`src/rtl/spi_slv_pkg.sv`:
```
// Shared types and constants for the SPI slave shifter.
// Holds the FSM state enum, word-length default and synchronizer depth.
package spi_slv_pkg;

   typedef enum logic {
      IDLE   = 1'b0,
      ACTIVE = 1'b1
   } state_t;

   localparam int CHAR_LEN_DEF = 8;
   localparam int SYNC_DEPTH   = 2;

endpackage

```
`src/rtl/spi_slv_sync.sv`:
```
// Pad synchronizer with edge detect between the last sync stage
// and one extra history flop.
module spi_slv_sync
   import spi_slv_pkg::*;
#(
   parameter logic RST_VAL = 1'b0
) (
   input  logic clk,
   input  logic rst_n,
   input  logic d,
   output logic q,
   output logic rise,
   output logic fall
);

   logic [SYNC_DEPTH:0] chain;

   always_ff @(posedge clk or negedge rst_n) begin
      if (!rst_n) begin
         chain <= {(SYNC_DEPTH + 1){RST_VAL}};
      end else begin
         chain <= {chain[SYNC_DEPTH-1:0], d};
      end
   end

   assign q    = chain[SYNC_DEPTH-1];
   assign rise = chain[SYNC_DEPTH-1] & ~chain[SYNC_DEPTH];
   assign fall = ~chain[SYNC_DEPTH-1] & chain[SYNC_DEPTH];

endmodule

```
`src/rtl/spi_slave_shift.sv`:
```
// SPI mode-0 slave shifter with tx holding register and rx valid/ready.
// Define SPI_SLV_OVR_EN to add the sticky ovr_o overrun flag.
module spi_slave_shift
   import spi_slv_pkg::*;
#(
   parameter int CHAR_LEN  = CHAR_LEN_DEF,
   parameter int LSB_FIRST = 0
) (
   input  logic                clk,
   input  logic                rst_n,
   input  logic                sclk_pad_i,
   input  logic                ss_pad_i,
   input  logic                mosi_pad_i,
   output logic                miso_pad_o,
   output logic [CHAR_LEN-1:0] rx_data_o,
   output logic                rx_valid_o,
   input  logic                rx_ready_i,
   input  logic [CHAR_LEN-1:0] tx_data_i,
   input  logic                tx_load_i,
   output logic                busy_o
`ifdef SPI_SLV_OVR_EN
   ,
   output logic                ovr_o
`endif
);

   localparam int CW = $clog2(CHAR_LEN);

   function automatic logic out_bit(input logic [CHAR_LEN-1:0] v);
      return (LSB_FIRST != 0) ? v[0] : v[CHAR_LEN-1];
   endfunction

   logic sclk_q, sclk_rise, sclk_fall;
   logic ss_q, ss_rise, ss_fall;
   logic mosi_q, mosi_rise, mosi_fall;
   logic sync_unused;

   spi_slv_sync #(.RST_VAL(1'b0)) u_sclk (
      .clk  (clk),
      .rst_n(rst_n),
      .d    (sclk_pad_i),
      .q    (sclk_q),
      .rise (sclk_rise),
      .fall (sclk_fall)
   );

   spi_slv_sync #(.RST_VAL(1'b1)) u_ss (
      .clk  (clk),
      .rst_n(rst_n),
      .d    (ss_pad_i),
      .q    (ss_q),
      .rise (ss_rise),
      .fall (ss_fall)
   );

   spi_slv_sync #(.RST_VAL(1'b0)) u_mosi (
      .clk  (clk),
      .rst_n(rst_n),
      .d    (mosi_pad_i),
      .q    (mosi_q),
      .rise (mosi_rise),
      .fall (mosi_fall)
   );

   assign sync_unused = ^{sclk_q, ss_q, mosi_rise, mosi_fall};

   state_t state, state_nxt;
   logic   start, stop;

   always_ff @(posedge clk or negedge rst_n) begin
      if (!rst_n) begin
         state <= IDLE;
      end else begin
         state <= state_nxt;
      end
   end

   always_comb begin
      state_nxt = state;
      start     = 1'b0;
      stop      = 1'b0;
      unique case (state)
         IDLE: begin
            if (ss_fall) begin
               state_nxt = ACTIVE;
               start     = 1'b1;
            end
         end
         ACTIVE: begin
            if (ss_rise) begin
               state_nxt = IDLE;
               stop      = 1'b1;
            end
         end
      endcase
   end

   assign busy_o = (state == ACTIVE);

   logic [CHAR_LEN-1:0] sr, sr_nxt, hold;
   logic [CW-1:0]       cnt;
   logic                reload;
   logic                last, shift_rise, shift_fall, done;

   // Deselect wins over a coincident sclk edge so a dying word never shifts.
   assign shift_rise = busy_o & sclk_rise & ~ss_rise;
   assign shift_fall = busy_o & sclk_fall & ~ss_rise;
   assign last       = (cnt == CW'(CHAR_LEN - 1));
   assign done       = shift_rise & last;
   assign sr_nxt     = (LSB_FIRST != 0) ? {mosi_q, sr[CHAR_LEN-1:1]}
                                        : {sr[CHAR_LEN-2:0], mosi_q};

   always_ff @(posedge clk or negedge rst_n) begin
      if (!rst_n) begin
         hold       <= '0;
         sr         <= '0;
         cnt        <= '0;
         reload     <= 1'b0;
         miso_pad_o <= 1'b0;
      end else begin
         if (tx_load_i) begin
            hold <= tx_data_i;
         end
         if (start) begin
            sr         <= hold;
            cnt        <= '0;
            reload     <= 1'b0;
            miso_pad_o <= out_bit(hold);
         end else if (stop) begin
            cnt    <= '0;
            reload <= 1'b0;
         end else begin
            if (shift_rise) begin
               sr  <= sr_nxt;
               cnt <= last ? '0 : cnt + 1'b1;
               if (last) begin
                  reload <= 1'b1;
               end
            end
            if (shift_fall) begin
               if (reload) begin
                  sr         <= hold;
                  reload     <= 1'b0;
                  miso_pad_o <= out_bit(hold);
               end else begin
                  miso_pad_o <= out_bit(sr);
               end
            end
         end
      end
   end

   always_ff @(posedge clk or negedge rst_n) begin
      if (!rst_n) begin
         rx_data_o  <= '0;
         rx_valid_o <= 1'b0;
      end else if (done && (!rx_valid_o || rx_ready_i)) begin
         rx_data_o  <= sr_nxt;
         rx_valid_o <= 1'b1;
      end else if (rx_ready_i) begin
         rx_valid_o <= 1'b0;
      end
   end

`ifdef SPI_SLV_OVR_EN
   always_ff @(posedge clk or negedge rst_n) begin
      if (!rst_n) begin
         ovr_o <= 1'b0;
      end else if (rx_valid_o && rx_ready_i) begin
         ovr_o <= 1'b0;
      end else if (done && rx_valid_o) begin
         ovr_o <= 1'b1;
      end
   end
`endif

endmodule

```
`config.mk`:
```
export PLATFORM = sky130hd
export DESIGN_NAME = spi_slave_shift
export DESIGN_NICKNAME = d
export VERILOG_FILES = /design/src/rtl/spi_slv_pkg.sv /design/src/rtl/spi_slv_sync.sv /design/src/rtl/spi_slave_shift.sv
export SDC_FILE = /design/constraint.sdc
export NUM_CORES = 1
export LEC_CHECK = 0
export ABC_AREA = 1
export BUFFER_PORTS_ARGS = -buffer_cell sky130_fd_sc_hd__buf_2
export CORE_MARGIN = 5
export CORE_UTILIZATION = 30
export DETAILED_ROUTE_END_ITERATION = 7
export PLACE_DENSITY = 0.48
export SLEW_MARGIN = 10
export SYNTH_ARGS = -nofsm -noshare
export SYNTH_HDL_FRONTEND = slang
export SYNTH_HIERARCHICAL = 1
export SYNTH_SLANG_ARGS = --single-unit
```
`constraint.sdc`:
```
create_clock -name clk -period 3.1 [get_ports clk]
set_clock_uncertainty 0.05 [all_clocks]
set_input_delay 0.465 -clock clk [delete_from_list [all_inputs] [get_ports clk]]
set_output_delay 0.465 -clock clk [all_outputs]
set_load 0.02 [all_outputs]
```
==> results.toml, run 1 <==
[yosys]
yosysWarnings = 6
syn_nets = 198
syn_area_per_cell_um2 = 9.394
synthCells = 181
netlist_area_um2 = 1700

[drt]
first_pass_iters = 4
viasPerCell = 4.071
post_drt_wl_per_cell_um = 10.91
drc = 0
vias = 1144
wl_um = 3065
ant_nets = 0
drtIter0Drc = 84

[power]
p_sw_mw = 0.3607
switching_share = 0.2951
power.total_mw = 1.222
ir_drop_mv = 0.2840
combPwrFrac = 0.176
powerDensity_nw_per_um2 = 619.2
p_int_mw = 0.8617
p_leak_nw = 1.049
clkPwrFrac = 0.306
pwr-share-seq = 0.517

[floorplanning]
pin_count = 26
rows = 27
coreArea_um2 = 5507
dieWidth_um = 85.29
dieArea_um2 = 7274
start_util = 0.3088
die_y_um = 85.29

[global_route]
grtUsageTotal = 0.09580
grt_pass1_vias = 1137
grt_overflow = 0
antenna_found_initial = 0
grt_max_degree = 40
grt_pass1_wl_um = 5520

[timing]
period_share = 0.6012
finalSetupViolations = 0
final.min_clock_period_ns = 1.864
hold_viol = 0
rsz0062_at_grt = "false"
fmax_ghz = 0.5365
tightest_slew_ns = 0.8725
finalSetupTns_ns = 0
finalWorstSetupSlack_ns = 1.236
slew_headroom = 0.4183
slew_viol_final = 0

[clock_tree]
hold_buffers = 0
cts_buffers = 5
cts_max_path_buffers = 2
numClockSinks = 39
cts_tree = "done"
root_buffer = "clkbuf_8"
htree_levels = 2
clk_pin_slew_ns = 0.08
clk_latency_ns = 0.28
cts_resized = 0
post-cts-setup-buffers = 0

[cells_and_area]
drive_above_1_share = 0.2584
n_antenna_cell = 0
layout.cells.most_common_list = "nand2_1, dfrtp_1, inv_1"
final_common_cell = "nand2_1"
nets = 225
area_delta_synth_final_pct = 16.11
post-route-util = 0.3586
fin_area_um2 = 1974
n_fill_cell = 574

[critical_path]
endpoint_kind = "flop"
path_delay_family = "simple AND/OR/NAND/NOR gates"
path_class = "flop to flop"
crit_path_max_incr_delay_ns = 0.55
crit_required_ns = 3.22
crit_arrival_ns = 1.99
crit_chain = "inv_1, nor2_1, inv_2, nand4_1, nand2_2, inv_1, nand2_1, nand3_1, nand2_1"
cp-start-kind = "flop"
cp.buffers_inverters = 3
critPathMaxFanout = 14
crit_slowest_cell = "dfstp_2"

[placement]
io_buffer_count = 25
dpl_cell_area_um2 = 1871
pre_cts_ws_ns = 1.235
place_congestion = 0.7061
hpwl_um = 2185

[run]
cap_violations = 0

[run_status]
status = "completed"

[worst_hold_path]
min_path_type = "input port to flop"
[registers in the layout, indices dropped and copies added, names as in the netlist]
name,flops
cnt,3
rx_data_o,8
miso_pad_o,1
u_sclk/chain,3
rx_valid_o,1
busy_o,1
hold,8
u_ss/chain,3
u_mosi/chain,2
reload,1
sr,8
[final cells by class]
type | instances | area [um2] | area share
inverter | 29 | 108.9 | 0.05513
multi-input combinational | 108 | 566.8 | 0.2871
tap | 72 | 90.09 | 0.04563
timing repair buffer | 25 | 125.1 | 0.06337
clock inverter | 1 | 7.507 | 0.003802
sequential | 39 | 979.7 | 0.4962
clock buffer | 7 | 96.34 | 0.04880
[final timing paths]
kind	end	cells past startpoint	slack [ns]	startpoint
max in group asynchronous	sr[5]	1	2.21	rst_n
min in group asynchronous	u_mosi/chain[1]	1	0.25	rst_n
setup / recovery	sr[5]	9	1.24	u_ss/chain[1]
hold reg to reg	u_sclk/chain[1]	0	0.30	u_sclk/chain[0]
hold / removal	u_ss/chain[0]	1	0.22	ss_pad_i
setup reg to reg	sr[5]	9	1.24	u_ss/chain[1]
[stage by stage]
| stage | hold WS (ns) | std cells |
|---|---|---|
| after floorplan | 0.1194 | 181 |
| after global placement | 0.2833 | 273 |
| after detailed placement | 0.2873 | 273 |
| after CTS | 0.2121 | 281 |
| after global routing | 0.2112 | 281 |
| final | 0.2227 | 281 |
[power by group through the flow]
stage	clock network, mW	registers (mW)	logic [mW]
6_report	0.375	0.632	0.216
5_1_grt	0.407	0.646	0.263
4_1_cts	0.392	0.633	0.221
3_5_place_dp	0	0.644	0.220
3_3_place_gp	0	0.644	0.217
2_1_floorplan	0	0.633	0.165
[worst register-to-register path, cell delays in order, from the launching register on]
cell and delay (ns):
dfstp_2 0.55, inv_1 0.04, nor2_1 0.29, inv_2 0.13, nand4_1 0.11, nand2_2 0.17, inv_1 0.23, nand2_1 0.08
nand3_1 0.07, nand2_1 0.05
[layer usage]
layer  wire length, um  vias up  part of all wire  global-route usage
li1                  -      616                 -                   -
met1              1651      497              0.54              0.1364
met2              1168       26              0.38              0.1285
met3               191        5             0.062             0.03398
met4                53        0             0.017             0.04317
met5                 0        -                 0                   0
Power figures use the tool's default switching activity.
==> run 2, diff against run 1 <==
ABC_AREA = 0   (was 1)
PLACE_DENSITY = 0.5   (was 0.48)
clock period = 1.7 ns   (was 3.1 ns; I/O delays follow)
==> run 2 against run 1 <==
Compared with the run above: clock-buffer cell count shrank 1; cell count shrank 16%; flip-flop and latch count is the same; setup slack lost 1.2 ns; sequential power grew 84%; clock power grew 110%; worst hold slack lost 0.21 ns; register-to-register slack lost 1.2 ns; power grew 84%; fmax grew 15%; combinational power grew 47%; design area grew 4.7%; critical path type unchanged; critical endpoint is now rx_data_o[1]; largest cell class unchanged; highest routed layer unchanged.
==> results.toml, run 2 <==
[floorplanning]
start_util = 0.3052
dieWidth_um = 84.62
coreArea_um2 = 5473
pin_count = 26
rows = 27
die_y_um = 84.62
dieArea_um2 = 7160

[clock_tree]
cts_buffers = 5
cts_tree = "done"
numClockSinks = 39
root_buffer = "clkbuf_8"
clk_latency_ns = 0.29
cts_max_path_buffers = 2
htree_levels = 2
clk_pin_slew_ns = 0.07

[cells_and_area]
fin_area_um2 = 2067
nets = 180
n_antenna_cell = 0
layout.cells.most_common_list = "dfrtp_1, buf_2, nand2_1"
final_common_cell = "dfrtp_1"
drive_above_1_share = 0.3963
area_delta_synth_final_pct = 23.75
top_regs = "hold (8), rx_data_o (8), sr (8)"
n_fill_cell = 556

[power]
power.total_mw = 2.252
p_sw_mw = 0.5564
pwr-share-seq = 0.513
clkPwrFrac = 0.346
combPwrFrac = 0.141
p_leak_nw = 1.023
p_int_mw = 1.696
powerDensity_nw_per_um2 = 1090
switching_share = 0.2470
ir_drop_mv = 0.3633

[timing]
finalSetupTns_ns = 0
fmax_ghz = 0.6174
final.min_clock_period_ns = 1.620
slew_viol_final = 0
hold_viol = 0
rsz0062_at_grt = "false"
slew_headroom = 0.7695
period_share = 0.9527
tightest_slew_ns = 0.3457
finalSetupViolations = 0

[yosys]
syn_nets = 143
synthCells = 126
netlist_area_um2 = 1670
syn_area_per_cell_um2 = 13.26
yosysWarnings = 6

[drt]
post_drt_wl_per_cell_um = 12.35
first_pass_iters = 4
vias = 1034
drc = 0
ant_nets = 0
wl_um = 2915
drtIter0Drc = 24
viasPerCell = 4.381

[critical_path]
path_class = "flop to flop"
crit_chain = "nor2b_4, and3b_1, nand3_4, mux2_4"
crit_path_max_incr_delay_ns = 0.54
critPathMaxFanout = 8
cp-start-kind = "flop"
crit_path_start = "u_ss/chain[1]"
cp.buffers_inverters = 0
path_delay_family = "simple AND/OR/NAND/NOR gates"
r2r-start = "u_ss/chain[1]"
endpoint_kind = "flop"
crit_slowest_cell = "dfstp_2"
crit_required_ns = 1.83
crit_arrival_ns = 1.75

[run]
cap_violations = 0

[placement]
dpl_cell_area_um2 = 1917
io_buffer_count = 25
place_congestion = 0.8046
hpwl_um = 2333

[global_route]
grt_pass1_wl_um = 5375
antenna_found_initial = 0
grt_overflow = 0
grt_max_degree = 27
grt_pass1_vias = 1147
grtUsageTotal = 0.09584

[worst_hold_path]
min_path_type = "input port to flop"
hp-start = "ss_pad_i"

[run_status]
status = "completed"
==> run 2: repair_timing <==
action | 4_1_cts | 5_1_grt
setup buffers | 0 | 1
hold buffers | 1 | 1
resized for setup | 1 | 0
hold endpoints to repair | 11 | 1
endpoints found under the setup margin | 2 | 1
==> run 2: worst paths after layout <==
path	to	slack, ns	cells past startpoint
min in group asynchronous	hold[3]	0.34	2
max in group asynchronous	u_ss/chain[2]	0.75	3
worst max-delay path	rx_data_o[1]	0.08	4
worst min register to register	u_sclk/chain[1]	0.30	0
worst min-delay path	u_ss/chain[0]	0.02	1
worst max register to register	rx_data_o[1]	0.08	4
==> run 2: per-stage QoR <==
stage,hold WS (ns),std cells,utilization,worst slack (ns)
finish,0.01617,236,0.3777,0.08039
global route,0.008466,236,0.3777,0.01602
CTS,0.005961,234,0.3745,0.07395
detailed placement,0.1293,225,0.3503,0.001837
global placement,0.1239,225,0.3503,0.02005
floorplan,-0.09059,126,-,0.01365
==> run 2: cell type report <==
cell class / count / area (um2) / share of cell area
timing repair buffer: 36 / 225.2 / 0.1090
sequential: 39 / 979.7 / 0.4740
multi-input combinational: 79 / 646.9 / 0.3130
clock buffer: 6 / 82.58 / 0.03995
tap: 72 / 90.09 / 0.04358
inverter: 2 / 7.507 / 0.003632
clock inverter: 2 / 35.03 / 0.01695
==> run 2: power by group through the flow <==
stage | clock (mW) | combinational (mW) | sequential (mW)
2_1_floorplan | 0 | 0.224 | 1.15
3_3_place_gp | 0 | 0.310 | 1.18
3_5_place_dp | 0 | 0.318 | 1.18
4_1_cts | 0.812 | 0.322 | 1.16
5_1_grt | 0.853 | 0.363 | 1.18
6_report | 0.778 | 0.318 | 1.16
==> run 2: per-layer routing <==
metal	GRT usage	up-vias	share of wire
met1	0.1102	482	0.44
met3	0.03729	6	0.053
met4	0.05612	0	0.030
met2	0.1509	19	0.48
li1	-	527	-
met5	0	-	0
